### src/rtl/uart_transceiver.sv
// Full-duplex 8N1 UART: TX shifter plus oversampling RX with 2-FF sync and a one-byte holding register.
// TX start bit one cycle after an accepted txBegin, no queuing; an RX byte arriving while one is unread is dropped and flagged.
module uart_transceiver #(
    parameter int CLKS_PER_BIT = 434
) (
    input  logic       clock,
    input  logic       reset,
    output logic       uartTx,
    input  logic [7:0] txByte,
    input  logic       txBegin,
    output logic       txReady,
    input  logic       uartRx,
    output logic [7:0] rxByte,
    input  logic       rxClear,
    output logic       rxAvailable,
    output logic       rxOverrun,
    output logic       rxFramingError
);
    localparam logic [15:0] BIT_LAST = 16'(CLKS_PER_BIT - 1);
    localparam logic [15:0] BIT_HALF = 16'(CLKS_PER_BIT / 2);

    typedef enum logic [1:0] {TX_IDLE, TX_START, TX_DATA, TX_STOP} txState_t;
    typedef enum logic [2:0] {RX_IDLE, RX_START, RX_DATA, RX_STOP, RX_WAIT_HIGH} rxState_t;

    txState_t    txState, txNext;
    logic [15:0] txCnt;
    logic [2:0]  txIdx;
    logic [7:0]  txShift;
    logic        txCntDone;
    logic        txAccept;

    assign txCntDone = (txCnt == 16'd0);
    assign txAccept  = (txState == TX_IDLE) && txBegin;

    always_ff @(posedge clock) begin
        if (reset) txState <= TX_IDLE;
        else       txState <= txNext;
    end

    always_comb begin
        txNext = txState;
        case (txState)
            TX_IDLE:  if (txAccept) txNext = TX_START;
            TX_START: if (txCntDone) txNext = TX_DATA;
            TX_DATA:  if (txCntDone && txIdx == 3'd7) txNext = TX_STOP;
            TX_STOP:  if (txCntDone) txNext = TX_IDLE;
            default:  txNext = TX_IDLE;
        endcase
    end

    always_comb begin
        uartTx  = 1'b1;
        txReady = 1'b0;
        case (txState)
            TX_IDLE:  txReady = 1'b1;
            TX_START: uartTx  = 1'b0;
            TX_DATA:  uartTx  = txShift[txIdx];
            default:  uartTx  = 1'b1;
        endcase
    end

    // Bit timer reloads on every bit boundary; txIdx wraps 7->0 as STOP begins.
    always_ff @(posedge clock) begin
        if (reset) begin
            txCnt   <= 16'd0;
            txIdx   <= 3'd0;
            txShift <= 8'd0;
        end else if (txState == TX_IDLE) begin
            if (txAccept) begin
                txShift <= txByte;
                txCnt   <= BIT_LAST;
                txIdx   <= 3'd0;
            end
        end else if (txCntDone) begin
            txCnt <= BIT_LAST;
            if (txState == TX_DATA) txIdx <= txIdx + 3'd1;
        end else begin
            txCnt <= txCnt - 16'd1;
        end
    end

    logic        rxMeta, rxS;
    rxState_t    rxState, rxNext;
    logic [15:0] rxCnt;
    logic [2:0]  rxIdx;
    logic [7:0]  rxShift;
    logic        rxCntDone;
    logic        rxSampleData, rxDeliver, rxStopLow;

    assign rxCntDone = (rxCnt == 16'd0);

    always_ff @(posedge clock) begin
        if (reset) begin
            rxMeta <= 1'b1;
            rxS    <= 1'b1;
        end else begin
            rxMeta <= uartRx;
            rxS    <= rxMeta;
        end
    end

    always_ff @(posedge clock) begin
        if (reset) rxState <= RX_IDLE;
        else       rxState <= rxNext;
    end

    always_comb begin
        rxNext = rxState;
        case (rxState)
            RX_IDLE:      if (!rxS) rxNext = RX_START;
            RX_START:     if (rxCntDone) rxNext = rxS ? RX_IDLE : RX_DATA;
            RX_DATA:      if (rxCntDone && rxIdx == 3'd7) rxNext = RX_STOP;
            RX_STOP:      if (rxCntDone) rxNext = rxS ? RX_IDLE : RX_WAIT_HIGH;
            RX_WAIT_HIGH: if (rxS) rxNext = RX_IDLE;
            default:      rxNext = RX_IDLE;
        endcase
    end

    always_comb begin
        rxSampleData = 1'b0;
        rxDeliver    = 1'b0;
        rxStopLow    = 1'b0;
        case (rxState)
            RX_DATA: rxSampleData = rxCntDone;
            RX_STOP: begin
                rxDeliver = rxCntDone && rxS;
                rxStopLow = rxCntDone && !rxS;
            end
            default: rxSampleData = 1'b0;
        endcase
    end

    // Idle keeps the half-bit preload so START begins counting from mid-bit.
    always_ff @(posedge clock) begin
        if (reset) begin
            rxCnt   <= 16'd0;
            rxIdx   <= 3'd0;
            rxShift <= 8'd0;
        end else begin
            case (rxState)
                RX_IDLE:      rxCnt <= BIT_HALF;
                RX_WAIT_HIGH: rxCnt <= BIT_HALF;
                default: begin
                    if (rxCntDone) rxCnt <= BIT_LAST;
                    else           rxCnt <= rxCnt - 16'd1;
                    if (rxState == RX_START) rxIdx <= 3'd0;
                    if (rxSampleData) begin
                        rxShift <= {rxS, rxShift[7:1]};
                        rxIdx   <= rxIdx + 3'd1;
                    end
                end
            endcase
        end
    end

    always_ff @(posedge clock) begin
        if (reset) begin
            rxByte         <= 8'd0;
            rxAvailable    <= 1'b0;
            rxOverrun      <= 1'b0;
            rxFramingError <= 1'b0;
        end else begin
            rxFramingError <= rxStopLow;
            if (rxDeliver && rxAvailable && !rxClear) begin
                rxOverrun <= 1'b1;
            end else if (rxDeliver) begin
                rxByte      <= rxShift;
                rxAvailable <= 1'b1;
                if (rxClear) rxOverrun <= 1'b0;
            end else if (rxClear) begin
                rxAvailable <= 1'b0;
                rxOverrun   <= 1'b0;
            end
        end
    end
endmodule

### config.mk
export PLATFORM = sky130hd
export DESIGN_NAME = uart_transceiver
export DESIGN_NICKNAME = d
export VERILOG_FILES = /design/src/rtl/uart_transceiver.sv
export SDC_FILE = /design/constraint.sdc
export NUM_CORES = 1
export LEC_CHECK = 0
export BUFFER_PORTS_ARGS = -buffer_cell sky130_fd_sc_hd__buf_2
export CORE_MARGIN = 2
export CORE_UTILIZATION = 45
export DETAILED_ROUTE_END_ITERATION = 8
export PLACE_DENSITY_LB_ADDON = 0.1
export SYNTH_ARGS = -nofsm -noshare
export SYNTH_HDL_FRONTEND = slang
export SYNTH_SLANG_ARGS = --single-unit
### constraint.sdc
create_clock -name clock -period 2.6 [get_ports clock]
set_input_delay 0.26 -clock clock [delete_from_list [all_inputs] [get_ports clock]]
set_output_delay 0.26 -clock clock [all_outputs]
set_load 0.05 [all_outputs]
==> results by group <==
Outcome
  – Run status: complete, no violations

Yosys
  – Number of synthesized register bits: 72
  – Syn nets: 388
  – Top cells by area, synth: dfxtp_1 45%, mux2i_1 5.9%, nor2_1 5.3%
  – Distinct cells, synth: 45
  – Synth area leader: dfxtp_1
  – Register area share after synthesis: 0.445
  – Cell Area, Synth: 3240 um^2
  – Top-area cell type share of the netlist area: 0.445
  – Post-synth EDFFs: 0
  – Async set-reset flop share out of synthesis: 0
  – Syn Area/Cell: 8.89 um^2
  – Mapped Cells: 364
  – Most used DFF post-synth: dfxtp_1
  – Synth Warn #: 0

Critical path
  – Crit. End Element: flop
  – Crit Path Max Fanout: 7
  – Crit start category: flop
  – Kind of critical path: flop to flop
  – WP data arrival: 2.44 ns
  – Worst path required time: 2.88 ns
  – Critical path's slowest cell: or4_1
  – CP cell instances: inv_1, ha_1, nor2b_1, nand2_1, or4_1, a211o_1, a21oi_1
  – Worst stage delay on the critical path: 0.52 ns

Global routing
  – Vias in the first global route: 2511
  – Global-route wire length before repair: 11600 um
  – Pin count of the biggest net entering global routing: 35
  – Gr usage total: 0.184
  – Grt ovf: 0
  – Initial antenna violation count: 0

Clock network
  – CTS tree: built
  – Worst skew pair latency: 0.34 ns
  – Cts repair resizes: 0
  – CTS root buffer: clkbuf_8
  – Number of setup buffers added after CTS: 0
  – Clk sinks: 72
  – Post-CTS Hold Buffers: 0
  – Clk buf depth: 2
  – Worst-path clk slew: 0.08 ns
  – H-tree depth: 3
  – CTS buffer count: 9

Layout
  – Area of the multi-input gates: 1710 um^2
  – Most frequent cells in the layout: 72 x dfxtp_1, 46 x nor2_1, 36 x nand2_1, 29 x a21oi_1, 25 x buf_2
  – Area growth syn-to-layout: 15.4%
  – Sequential cell area: 1440 um^2
  – Finished Cell Area: 3730 um^2
  – Finished Layout Cells: 498
  – Commonest non-fill, non-tap cell in the layout: dfxtp_1
  – Share of final-layout standard cells stronger than drive strength 1: 0.152
  – Fillers: 630
  – # diodes: 0
  – Final Net Count: 421

Drt
  – DR vias/cell: 5.29
  – WL final: 6580 um
  – Initial detailed-routing violation count: 78
  – First-pass DRT Iterations: 4
  – Wire per inst: 13.2 um
  – Remaining antenna violation count: 0
  – DR DRC count: 0
  – Via Count: 2634

STA
  – RSZ-0062 raised after global routing: false
  – Final Skew: 0.00963 ns
  – Hold WS: 0.0808 ns
  – Worst-Margin Slew: 0.654 ns
  – Max-slew headroom: 0.560
  – Slew Limit Fails: 0
  – Final critical-path required period: 2.17 ns
  – Period utilization: 0.833
  – Fmax: 462 MHz
  – Fin. Hold Viols: 0
  – Setup Viol. Count Final: 0
  – Final TNS setup: 0 ns
  – Final setup margin: 0.434 ns

Floorplan
  – IO Pins: 26
  – Die Ht: 88.8 um
  – FP Rows: 30
  – Die width: 88.8 um
  – Placeable Area: 6870 um^2
  – Die area: 7880 um^2
  – Initial Util: 0.471

Place
  – Routability cong.: 0.810
  – Placed Area: 3510 um^2
  – DPL Wire Length: 4520 um
  – Number of I/O port buffers: 25
  – Placed cells: 482
  – Placement Setup Slack: 0.472 ns

Power
  – PwrDens: 954 nW/um^2
  – Maximum VDD drop: 0.000329 V
  – Static Leak: 1.37 nW

Job
  – Max_cap viols: 0

Worst hold path
  – Worst hold-check path type: primary input to flop
## Yosys cell counts, types with 2 or more instances
cell      number
nand3b_1       4
nor3_1        20
or2_2          3
dfxtp_1       72
a31oi_1        4
nor2_1        46
nand3_1       19
inv_1          9
a21oi_1       29
nor2b_1        3
xor2_1         5
nor4b_1        5
a41oi_1        2
xnor2_1       13
or3_1          7
nand2b_1       3
a311oi_1       2
nand4_1        4
o21ai_0        5
mux2i_1       19
nand2_1       36
a211oi_1       4
clkbuf_1      12
mux4_2         2
nor4_1         5
ha_1          11
o21a_1         2
## power breakdown
group	internal [W]	leakage (nW)	total (W)	switching, W
Sequential	0.00123	0.586	0.00136	0.000132
Combinational	0.000460	0.670	0.00119	0.000729
Clock	0.000572	0.117	0.00101	0.000441
## metal layers
layer | wire (um) | global-route usage | vias to the layer above
li1 | - | - | 1357
met1 | 3270 | 0.243 | 1223
met2 | 2980 | 0.299 | 50
met3 | 273 | 0.0485 | 4
met4 | 58 | 0.0482 | 0
met5 | 0 | 0 | -
## stage by stage
| stage | util | power [W] |
|---|---|---|
| 3_3_place_gp | 0.510 | 0.00256 |
| 3_5_place_dp | 0.510 | 0.00257 |
| 5_1_grt | 0.544 | 0.00381 |
| 4_1_cts | 0.544 | 0.00360 |
| 2_1_floorplan | - | 0.00223 |
| 6_report | 0.544 | 0.00356 |
## critical path, delay by kind of cell, from the launching register on
kind / cells / cell delay (ns)
AO/OA/AOI/OAI: 2 / 0.40
adder cells (fa/ha/maj): 1 / 0.25
buffers and inverters: 1 / 0.08
flip-flops: 1 / 0.38
AND/OR/NAND/NOR: 3 / 0.99
## final timing paths
path,startpoint,to,slack (ns),cells after the start
worst max-delay path,txCnt[0],txCnt[12],0.43,7
worst min-delay path,rxClear,rxOverrun,0.08,2
worst max register to register,txCnt[0],txCnt[12],0.43,7
worst min register to register,rxMeta,rxS,0.42,1
## layout make-up
class,instances,share of cell area
Clock inverter,6,0.0245
Clock buffer,10,0.0369
Timing Repair Buffer,35,0.0536
Tap cell,96,0.0322
Inverter,9,0.00905
Multi-Input combinational cell,270,0.458
Sequential cell,72,0.386
## logic make-up after synthesis
kind of cell               share of synthesized area
and+or+nand+nor                                0.255
buffers and inverters                         0.0259
AOI/OAI and AO/OA                              0.106
adders and majority gates                     0.0425
xor gates and xnor gates                      0.0487
DFF                                            0.445
muxes                                         0.0762
## registers in the layout, indices dropped and copies added (netlist names), 2 cells and up
signal and count:
rxIdx 3, txCnt 16, rxShift 8, txShift 8, rxState 3, rxCnt 16, txIdx 3, txState 2
rxByte 8
Note: power is estimated with default switching activity, not from simulation.
